--- config.mk ---
export PLATFORM = sky130hd
export DESIGN_NAME = jtcop_nexmap
export DESIGN_NICKNAME = d
export VERILOG_FILES = /design/src/rtl/jtcop_pkg.sv /design/src/rtl/jtcop_irqtimer.sv /design/src/rtl/jtcop_nexmap.sv
export SDC_FILE = /design/constraint.sdc
export NUM_CORES = 1
export LEC_CHECK = 0
export ABC_AREA = 1
export BUFFER_PORTS_ARGS = -buffer_cell sky130_fd_sc_hd__buf_2
export CORE_MARGIN = 1
export CORE_UTILIZATION = 35
export CTS_BUF_LIST = sky130_fd_sc_hd__clkbuf_8
export DETAILED_ROUTE_END_ITERATION = 7
export PLACE_DENSITY = 0.66
export REMOVE_ABC_BUFFERS = 1
export SETUP_SLACK_MARGIN = 0.02
export SYNTH_ARGS = -nofsm -noshare
export SYNTH_HDL_FRONTEND = slang
export SYNTH_HIERARCHICAL = 1
export SYNTH_SLANG_ARGS = --single-unit
export TNS_END_PERCENT = 20
--- constraint.sdc ---
create_clock -name clk -period 1.95 [get_ports clk]
set_input_delay 0.2925 -clock clk [delete_from_list [all_inputs] [get_ports clk]]
set_output_delay 0.2925 -clock clk [all_outputs]
set_load 0.1 [all_outputs]
--- src/rtl/jtcop_pkg.sv ---
// Shared defaults and region codes for the CPU window remapper.
// Also holds the one-hot helper used for region decode.
package jtcop_pkg;
  localparam int MAPW_DEF = 2;
  localparam int NMAP_DEF = 4;
  localparam int STEP_DEF = 1;
  localparam int TOUT_DEF = 127;

  localparam int UPREG_DEF  = 2;
  localparam int CLRREG_DEF = 5;

  function automatic logic [7:0] onehot8(input logic [2:0] i);
    return 8'b1 << i;
  endfunction
endpackage

--- src/rtl/jtcop_irqtimer.sv ---
// Vblank IRQ auto-clear timer: reloads on vblank start,
// emits one clear pulse on expiry or CPU acknowledge.
module jtcop_irqtimer
  import jtcop_pkg::*;
#(
  parameter int TOUT = TOUT_DEF
)(
  input  logic clk,
  input  logic rstn,
  input  logic load,
  input  logic iack,
  output logic vint_clr
);
  logic [7:0] cnt_q, cnt_d;
  logic       pulse_q, pulse_d;

  always_comb begin
    cnt_d   = cnt_q;
    pulse_d = iack || (cnt_q == 8'd1);
    if (iack)
      cnt_d = 8'd0;
    else if (load)
      cnt_d = 8'(TOUT);
    else if (cnt_q != 8'd0)
      cnt_d = cnt_q - 8'd1;
  end

  always_ff @(posedge clk or negedge rstn) begin
    if (!rstn) begin
      cnt_q   <= 8'd0;
      pulse_q <= 1'b0;
    end else begin
      cnt_q   <= cnt_d;
      pulse_q <= pulse_d;
    end
  end

  assign vint_clr = pulse_q;
endmodule

--- src/rtl/jtcop_nexmap.sv ---
// CPU window region remapper with map counter and
// vblank-driven object copy / IRQ clear generation.
module jtcop_nexmap
  import jtcop_pkg::*;
#(
  parameter int MAPW   = MAPW_DEF,
  parameter int NMAP   = NMAP_DEF,
  parameter int STEP   = STEP_DEF,
  parameter int UPREG  = UPREG_DEF,
  parameter int CLRREG = CLRREG_DEF,
  parameter int TOUT   = TOUT_DEF
)(
  input  logic            clk,
  input  logic            rstn,
  input  logic            ASn,
  input  logic            RnW,
  input  logic            win_cs,
  input  logic [2:0]      A,
  input  logic            LVBL,
  input  logic            iack,
  output logic [7:0]      reg_cs,
  output logic [MAPW-1:0] mapsel,
  output logic            cnt_up,
  output logic            cnt_clr,
  output logic            vint_clr,
  output logic            obj_copy
);
  localparam logic [MAPW-1:0] LAST = MAPW'(NMAP - 1);

  logic            up_q, up_d;
  logic            clr_q, clr_d;
  logic [MAPW-1:0] premap_q, premap_d;
  logic [MAPW-1:0] mapsel_q, mapsel_d;
  logic            lvbl_q, lvbl_d;
  logic            fall_q, fall_d;
  logic            obj_q, obj_d;
  logic [2:0]      idx;
  logic            hit;

  always_comb begin
    hit     = !ASn && win_cs;
    cnt_up  = hit && RnW && (A == 3'(UPREG));
    cnt_clr = hit && !RnW && (A == 3'(CLRREG));
    up_d    = cnt_up;
    clr_d   = cnt_clr;

    premap_d = premap_q;
    if (cnt_clr && !clr_q)
      premap_d = '0;
    else if (cnt_up && !up_q)
      premap_d = (premap_q == LAST) ? '0 : premap_q + MAPW'(1);

    // map only moves between bus cycles
    mapsel_d = ASn ? premap_q : mapsel_q;

    lvbl_d = LVBL;
    fall_d = lvbl_q && !LVBL;
    obj_d  = fall_q;

    idx    = A + 3'(32'(mapsel_q) * STEP);
    reg_cs = hit ? onehot8(idx) : 8'h00;
  end

  always_ff @(posedge clk or negedge rstn) begin
    if (!rstn) begin
      up_q     <= 1'b0;
      clr_q    <= 1'b0;
      premap_q <= '0;
      mapsel_q <= '0;
      lvbl_q   <= 1'b1;
      fall_q   <= 1'b0;
      obj_q    <= 1'b0;
    end else begin
      up_q     <= up_d;
      clr_q    <= clr_d;
      premap_q <= premap_d;
      mapsel_q <= mapsel_d;
      lvbl_q   <= lvbl_d;
      fall_q   <= fall_d;
      obj_q    <= obj_d;
    end
  end

  jtcop_irqtimer #(
    .TOUT (TOUT)
  ) u_timer (
    .clk      (clk),
    .rstn     (rstn),
    .load     (fall_q),
    .iack     (iack),
    .vint_clr (vint_clr)
  );

  assign mapsel   = mapsel_q;
  assign obj_copy = obj_q;
endmodule

==> impl_metrics.toml, run 1 <==
[run_status]
run_status = "finished, violations left"
failed_checks = "setup timing"

[logic_synthesis]
synth_top_family_by_area = "simple AND/OR/NAND/NOR gates"
synth_top_area_frac = 0.403
synthesis.area_per_instance_sq_um = 7.82
simple_logic_cell_fraction_of_the_synthesized_area = 0.373
synth_xor_xnor_area_share = 0.0166
number_of_warnings_reported_in_the_yosys_synthesis_log = 6
synthDistinctLibCells = 22
synth_commonest_cells = "sky130_fd_sc_hd__nand2_1, sky130_fd_sc_hd__nor2_1, sky130_fd_sc_hd__dfrtp_1, sky130_fd_sc_hd__inv_1, sky130_fd_sc_hd__nand3_1"
synth_cells = 135
yosys.area.top_type = "sky130_fd_sc_hd__dfrtp_1"
synth_compound_area_frac = 0.0332
synth-seq-cells = 18
synth_sequential_area_ratio = 0.428
post_synth_fa_ha_maj_area_fraction = 0.0782
synth_enable_flop_cells = 0
netlist_area_before_placement_sq_um = 1060
share_of_flip_flops_with_an_asynchronous_set_or_reset_after_synthesis = 1.00
synth_area_leaders = "sky130_fd_sc_hd__dfrtp_1, sky130_fd_sc_hd__nand2_1, sky130_fd_sc_hd__nor2_1"
synth_ff_type = "sky130_fd_sc_hd__dfrtp_1"
post_synth_mux_area_share = 0

[cts]
clkLatencyLatePin_ns = 0.25
cts_buffer_depth = 2
clk_pin_slew_ns = 0.07
cts_htree_levels = 1
clock_sinks = 18
cts_tree = "built"
cts-root-buf = "sky130_fd_sc_hd__clkbuf_8"
cts-buffers-inserted = 3

[floorplan]
placeableCoreArea_sq_um = 2810
total_number_of_placement_rows = 19
dieHeight_um = 56.9
die_span_in_x_um = 56.9
initial_utilization = 0.376
design.portCount = 24
dieArea_sq_um = 3240

[route]
drcViolationCount = 0
detail-route-antenna-nets = 0
viasPerCell = 4.79
route.final.wire_length_mm = 2.24
dr.pass1.iters = 4
wl_per_cell_um = 11.3
vias = 948
detail_route.iter0.violations = 16

[timing]
hold_viol = 0
rsz0062_at_grt = "true"
clock_period_minus_final_worst_setup_slack_ns = 2.32
clock.fmax_mhz = 431
period_share = 1.19
tightest_slew_ns = 0.593
max_slew_margin = 0.601
finalMaxSlewViolations = 0
timing.final.setup_violations = 8
fin_ws_ns = -0.368
finalClockSkew_ns = 0.00277
timing.setup.tns_ns = -2.43

[placement]
postPlaceCellArea_sq_um = 1380
placed_cells = 192
dp_hpwl_mm = 1.84
buffer_ports.inserted = 23
detailedPlace.worstSlack_ns = -0.181
place.gp.congestion = 0.853

[final_layout]
num-nets-final = 184
final_cell_area_sq_um = 1480
instances_no_fill = 198
post_route_cells_drive_above_1_share = 0.323
num_antenna_cells = 0
areaGrowthSynthToFinish_pct = 40.4

[worst_setup_path]
worst_path_largest_cell_delay_ns = 0.57
crit_type = "reg -> out"
timing.critical_path.cells = "ha_1, inv_1, fa_2, inv_1, nor2_1, nand2_1, nor2_2, buf_12"
timing.critical_path.mode_cell = "sky130_fd_sc_hd__inv_1"
cp-startpoint = "mapsel[0]"
critPathArrivalTime_ns = 2.03
critPathMaxFanout = 4
critical_path.top_delay_family = "adder cells"
worst-endpoint-required_ns = 1.66
critical_path_buf_inv_count = 3
critical_path.slowest_cell = "sky130_fd_sc_hd__fa_2"
start_kind = "flip-flop"
type_of_destination_of_the_critical_path = "output port"
timing.rr.start = "u_timer/cnt_q[0]"

[global_route]
global_route_wire_length_before_repair_mm = 4.06
initial_antenna_violation_count = 0
grt_remaining_overflow = 0
grt_usage = 0.158
grt_max_degree = 19
grt_pass1_vias = 963

[power_and_ir_drop]
total_switching_power_mw = 0.542
power_density_nw_per_um2 = 888
part_of_the_power_in_combinational_logic = 0.415
switching_share = 0.411
share_clk_of_total_power = 0.227
ir_drop_mv = 0.436
seq_power_share = 0.358
internal_power_mw = 0.775
power.static_leakage_nw = 0.740
report.power.total_mw = 1.32

[min_path]
worst_hold_startpoint = "LVBL"
hp-class = "in -> reg"

[flow_run]
maxCapViolations = 0
## metal layers
layer  GRT usage  wire [um]  vias to the layer above
met5           0          0                        -
met4      0.0314          8                        0
met3      0.0612        171                        2
met2       0.286       1110                       20
met1       0.178        954                      437
li1            -          -                      489
## flip-flops by register name (all words and copies together) (netlist names)
| name | cells |
|---|---|
| lvbl_q | 1 |
| u_timer/cnt_q | 8 |
| mapsel | 2 |
| obj_copy | 1 |
| u_timer/vint_clr | 1 |
| fall_q | 1 |
| clr_q | 1 |
| up_q | 1 |
| premap_q | 2 |
## final cells by class
class | instances | area (sq um)
fillers | 274 | 1320
multi-input cells | 97 | 557
flip-flops and latches | 18 | 452
repair buffers | 28 | 305
inverters | 20 | 75.1
clock buffers | 4 | 55.1
well taps | 31 | 38.8
## stage by stage
stage	utilization	hold slack, ns
after floorplan	-	-0.00309
after detailed placement	0.493	0.247
after global routing	0.529	0.134
final	0.529	0.149
after global placement	0.493	0.239
after CTS	0.521	0.142
## power groups by stage
stage	sequential, mW	clock (mW)	combinational (mW)
after floorplan	0.547	0	0.319
after global placement	0.476	0	0.509
after detailed placement	0.479	0	0.526
after CTS	0.472	0.309	0.540
after global routing	0.477	0.331	0.598
final	0.472	0.298	0.547
## cells in the final DEF (no fill, tap or decap), types with 2 or more instances in the layout
master	instances
sky130_fd_sc_hd__clkbuf_8	4
sky130_fd_sc_hd__inv_2	4
sky130_fd_sc_hd__nand2_2	2
sky130_fd_sc_hd__nor2_2	7
sky130_fd_sc_hd__dfrtp_1	17
sky130_fd_sc_hd__o21ai_0	2
sky130_fd_sc_hd__nand2_4	2
sky130_fd_sc_hd__buf_12	10
sky130_fd_sc_hd__nor4_1	3
sky130_fd_sc_hd__nand2_1	26
sky130_fd_sc_hd__nor2_1	22
sky130_fd_sc_hd__buf_4	4
sky130_fd_sc_hd__a21oi_1	5
sky130_fd_sc_hd__inv_1	15
sky130_fd_sc_hd__buf_2	13
sky130_fd_sc_hd__nand3_2	2
sky130_fd_sc_hd__nand3_1	14
sky130_fd_sc_hd__ha_1	5
sky130_fd_sc_hd__nand4_1	2
## worst paths after layout
check,end,slack [ns],cells past startpoint
worst max-delay path,reg_cs[4],-0.37,8
worst min-delay path,lvbl_q,0.15,1
worst max register to register,u_timer/cnt_q[6],0.53,7
worst min register to register,obj_copy,0.41,0
max in group asynchronous,lvbl_q,1.13,2
min in group asynchronous,u_timer/cnt_q[5],0.50,2
## cells by family after synthesis
| family | count (synthesis) |
|---|---|
| flops | 18 |
| compound gates | 7 |
| fa+ha+maj | 6 |
| xor+xnor | 2 |
| simple gates | 82 |
| buf+inv | 20 |
## repair_timing
action / 4_1_cts / 5_1_grt
hold buffers: 1 / 0
setup buffers: 1 / 0
endpoints found under the setup margin: 8 / 8
pin swaps: 2 / 0
resized for setup: 3 / 4
endpoints found under the hold margin: 17 / 0
cloned: 0 / 0
Note: power is estimated with default switching activity, not from simulation.
==> run 2: changes to the inputs <==
CORE_ASPECT_RATIO = 1.25   (was default)
SETUP_SLACK_MARGIN = 0.2   (was 0.02)
==> run 2 against run 1 <==
  * The flow still finishes with violations (setup timing)
  * Clock power is essentially flat
  * Highest routed layer unchanged
  * Die area about the same
  * Register-to-register slack about the same
  * Cell count grew 1.5%
  * Critical path depth fell by 3
==> impl_metrics.toml, run 2 (synthesis results as in run 1) <==
[timing]
tightest_slew_ns = 0.630
timing.setup.tns_ns = -2.37
period_share = 1.18
timing.final.setup_violations = 8
hold_viol = 0
rsz0062_at_grt = "true"
finalClockSkew_ns = 0.000898
clock_period_minus_final_worst_setup_slack_ns = 2.29
max_slew_margin = 0.576
clock.fmax_mhz = 436
hold_ws_ns = 0.155
fin_ws_ns = -0.344
finalMaxSlewViolations = 0

[final_layout]
fillers = 269
most_common_library_cell_in_the_layout_ignoring_fill_and_taps = "sky130_fd_sc_hd__nand2_1"
num_antenna_cells = 0
post_route_cells_drive_above_1_share = 0.323
most_frequent_cells_in_the_layout = "sky130_fd_sc_hd__nand2_1, sky130_fd_sc_hd__nor2_1, sky130_fd_sc_hd__dfrtp_1, sky130_fd_sc_hd__inv_1, sky130_fd_sc_hd__nand3_1"
instances_no_fill = 201
areaGrowthSynthToFinish_pct = 41.1
largest_register_ff_count = 8
regMostFlops = "u_timer/cnt_q"
num-nets-final = 184

[route]
wl_per_cell_um = 10.9
viasPerCell = 4.82
route.final.wire_length_mm = 2.18
drcViolationCount = 0
detail-route-antenna-nets = 0
detail_route.iter0.violations = 8
dr.pass1.iters = 5
vias = 968

[power_and_ir_drop]
power.static_leakage_nw = 0.740
ir_drop_mv = 0.620
power_density_nw_per_um2 = 882

[worst_setup_path]
crit_type = "reg -> out"
type_of_destination_of_the_critical_path = "output port"
critPathArrivalTime_ns = 2.00
timing.critical_path.cells = "ha_1, inv_1, fa_2, nor4_2, buf_12"
worst-endpoint-required_ns = 1.66
critical_path.slowest_cell = "sky130_fd_sc_hd__fa_2"
worst_path_largest_cell_delay_ns = 0.47
critPathMaxFanout = 4
start_kind = "flip-flop"

[floorplan]
dieArea_sq_um = 3240
placeableCoreArea_sq_um = 2760
total_number_of_placement_rows = 21
design.portCount = 24
die_span_in_x_um = 51.1
initial_utilization = 0.383
dieHeight_um = 63.4

[placement]
place.gp.congestion = 0.852
buffer_ports.inserted = 23
dp_hpwl_mm = 1.78
placed_cells = 195

[global_route]
initial_antenna_violation_count = 0
grt_remaining_overflow = 0
global_route_wire_length_before_repair_mm = 3.76
grt_usage = 0.150
grt_pass1_vias = 955
grt_max_degree = 19

[cts]
cts-root-buf = "sky130_fd_sc_hd__clkbuf_8"
clock_sinks = 18
cts_htree_levels = 1
cts_tree = "built"
cts_buffer_depth = 2
cts-buffers-inserted = 3
clk_pin_slew_ns = 0.07
clkLatencyLatePin_ns = 0.25

[run_status]
run_status = "finished, violations left"
failed_checks = "setup timing"

[flow_run]
maxCapViolations = 0

[min_path]
hp-class = "in -> reg"
-- run 2: power by group --
part	switching (mW)	leakage, nW	internal [mW]	total, mW
clock network	0.116	0.0288	0.179	0.295
logic	0.377	0.480	0.172	0.549
registers	0.0465	0.232	0.424	0.471
-- run 2: per-stage QoR --
step / instance area (sq um) / setup slack (ns) / utilization / power, mW
6_report: 1490 / -0.344 / 0.540 / 1.31
5_1_grt: 1490 / -0.454 / 0.540 / 1.40
4_1_cts: 1470 / -0.352 / 0.534 / 1.32
3_5_place_dp: 1390 / -0.130 / 0.502 / 1.00
3_3_place_gp: 1390 / -0.0706 / 0.502 / 0.986
2_1_floorplan: 1060 / -3.02 / - / 0.866
-- run 2: final timing paths --
check                      slack [ns]             start  cells after the start               end
setup / recovery                -0.34         mapsel[0]                      5         reg_cs[2]
hold / removal                   0.16              LVBL                      1            lvbl_q
setup reg to reg                 0.53  u_timer/cnt_q[0]                      7  u_timer/cnt_q[6]
hold reg to reg                  0.41            fall_q                      0          obj_copy
max in group asynchronous        1.14              rstn                      2            lvbl_q
min in group asynchronous        0.50              rstn                      2  u_timer/vint_clr
-- run 2: critical path: cells and delay by family, from the launching register on --
kind          cells  cell delay [ns]
buf+inv           2             0.28
flops             1             0.40
fa+ha+maj         2             0.66
simple gates      1             0.40
-- run 2: routing by layer --
layer	wire length (um)	track usage
met5	0	0
met4	12	0.0590
met3	136	0.0411
met2	1110	0.260
met1	930	0.169
-- run 2: area by class of cell --
class,instances,area (sq um),share of cell area
Sequential cell,18,452,0.303
Inverter,20,75.1,0.0504
Multi-Input combinational cell,97,561,0.376
Clock buffer,4,55.1,0.0369
Timing Repair Buffer,28,305,0.205
Tap cell,34,42.5,0.0285
-- run 2: repair_timing --
action	4_1_cts	5_1_grt
endpoints found under the hold margin	17	0
pin swaps	2	1
resized for setup	4	3
setup buffers	1	0
endpoints found under the setup margin	8	8
hold buffers	1	0
==> run 3: changes to the inputs <==
CORE_MARGIN = 1.5   (was 1)
CTS_BUF_LIST = sky130_fd_sc_hd__clkbuf_4 sky130_fd_sc_hd__clkbuf_8   (was sky130_fd_sc_hd__clkbuf_8)
PLACE_DENSITY = 0.68   (was 0.66)
clock period = 2.05 ns   (was 1.95 ns; I/O delays follow)
==> run 3 against run 2 <==
  * The flow still finishes with violations (setup timing)
  * Non-clock buffer count unchanged
  * Design area shrank 3.0%
  * Core utilization is 4.5 points lower
  * Clock skew up 0.0057 ns
  * Cell count up 1.0%
  * First-iteration DRC count decreased by 50%
  * Sequential cell count is the same
  * Die area is 3.6% higher
  * Critical path type unchanged
  * Highest routed layer unchanged
==> impl_metrics.toml, run 3 (synthesis results as in run 1) <==
[cts]
cts-buffers-inserted = 3
cts_htree_levels = 1
clkLatencyLatePin_ns = 0.28
clock_sinks = 18
cts_buffer_depth = 2
cts_tree = "built"
clk_pin_slew_ns = 0.10
cts-root-buf = "sky130_fd_sc_hd__clkbuf_4"

[worst_setup_path]
critPathArrivalTime_ns = 2.02
critical_path_buf_inv_count = 3
critPathMaxFanout = 4
type_of_destination_of_the_critical_path = "output port"
crit_type = "reg -> out"
critical_path.top_delay_family = "adder cells"
timing.critical_path.cells = "ha_2, inv_2, fa_2, inv_2, nor2_1, nand2_1, nor2_2, buf_12"
timing.critical_path.mode_cell = "sky130_fd_sc_hd__inv_2"
critical_path.slowest_cell = "sky130_fd_sc_hd__fa_2"
start_kind = "flip-flop"
worst_path_largest_cell_delay_ns = 0.58
worst-endpoint-required_ns = 1.74

[timing]
tightest_slew_ns = 0.489
hold_viol = 0
finalClockSkew_ns = 0.00664
rsz0062_at_grt = "true"
max_slew_margin = 0.676
timing.final.setup_violations = 8
period_share = 1.14
finalMaxSlewViolations = 0
fin_ws_ns = -0.280
clock.fmax_mhz = 429
hold_ws_ns = 0.118
clock_period_minus_final_worst_setup_slack_ns = 2.33

[final_layout]
fillers = 299
seqCellArea_sq_um = 452
largest_register_ff_count = 8
regMostFlops = "u_timer/cnt_q"
num_antenna_cells = 0
instances_no_fill = 203
num-nets-final = 184
most_frequent_cells_in_the_layout = "sky130_fd_sc_hd__nand2_1, sky130_fd_sc_hd__nor2_1, sky130_fd_sc_hd__dfrtp_1, sky130_fd_sc_hd__buf_2, sky130_fd_sc_hd__nand3_1"
areaGrowthSynthToFinish_pct = 36.8
most_common_library_cell_in_the_layout_ignoring_fill_and_taps = "sky130_fd_sc_hd__nand2_1"
post_route_cells_drive_above_1_share = 0.347
multi_input_area_sq_um = 562

[global_route]
grt_pass1_vias = 1015
global_route_wire_length_before_repair_mm = 4.10
grt_max_degree = 19
initial_antenna_violation_count = 0
grt_remaining_overflow = 0
grt_usage = 0.161

[power_and_ir_drop]
ir_drop_mv = 0.393
power_density_nw_per_um2 = 820
power.static_leakage_nw = 0.723

[floorplan]
dieArea_sq_um = 3360
design.portCount = 24
total_number_of_placement_rows = 22
dieHeight_um = 64.4
initial_utilization = 0.362
die_span_in_x_um = 52.1
placeableCoreArea_sq_um = 2920

[placement]
place.gp.congestion = 0.860
dp_hpwl_mm = 1.88
buffer_ports.inserted = 23
placed_cells = 197

[run_status]
failed_checks = "setup timing"
run_status = "finished, violations left"

[min_path]
hp-class = "in -> reg"

[route]
drcViolationCount = 0
viasPerCell = 4.74
route.final.wire_length_mm = 2.26
dr.max_layer_used = "met4"
detail-route-antenna-nets = 0
wl_per_cell_um = 11.1
detailroute.wirelength.met2_mm = 1.24
routedLengthMet1_um = 859
detail_route.iter0.violations = 4
dr.pass1.iters = 4
vias = 962
met3WireLength_um = 125

[flow_run]
maxCapViolations = 0
## run 3: worst paths after layout
path,start,end,slack (ns),depth (start not counted)
min,LVBL,lvbl_q,0.12,1
max,mapsel[0],reg_cs[0],-0.28,8
max reg2reg,u_timer/cnt_q[0],u_timer/cnt_q[6],0.63,7
min reg2reg,fall_q,obj_copy,0.41,0
min in group asynchronous,rstn,u_timer/vint_clr,0.46,2
max in group asynchronous,rstn,lvbl_q,1.27,2
## run 3: metal layers
metal  global-route usage  up-vias
met1                0.167      433
met2                0.291       26
li1                     -      497
met4               0.0833        0
met5                    0        -
met3               0.0392        6
## run 3: power breakdown
part / total, mW / internal (mW) / switching (mW)
Sequential: 0.449 / 0.403 / 0.0455
Combinational: 0.527 / 0.166 / 0.361
Clock: 0.210 / 0.108 / 0.102
Total: 1.19 / 0.677 / 0.508
## run 3: cell type report
| class | count | share of cell area |
|---|---|---|
| flip-flops and latches | 18 | 0.313 |
| inverters | 20 | 0.0519 |
| well taps | 36 | 0.0312 |
| multi-input cells | 97 | 0.389 |
| clock buffers | 4 | 0.0251 |
| repair buffers | 28 | 0.190 |
## run 3: stage by stage
| step | utilization | setup slack, ns | power [mW] | instance area, sq um | TNS [ns] |
|---|---|---|---|---|---|
| after floorplan | - | -2.94 | 0.824 | 1060 | -19.95 |
| after global placement | 0.466 | -0.00395 | 0.938 | 1360 | -0.00667 |
| after detailed placement | 0.466 | -0.0575 | 0.957 | 1360 | -0.135 |
| after CTS | 0.494 | -0.317 | 1.20 | 1440 | -2.10 |
| after global routing | 0.495 | -0.363 | 1.27 | 1450 | -2.59 |
| final | 0.495 | -0.280 | 1.19 | 1450 | -1.91 |
## run 3: what timing repair did
action | in CTS | in global routing
endpoints found under the setup margin | 8 | 8
endpoints found under the hold margin | 17 | 0
resized for setup | 8 | 3
hold buffers | 1 | 0
buffers inserted | 1 | 0
pin swaps | 1 | 1
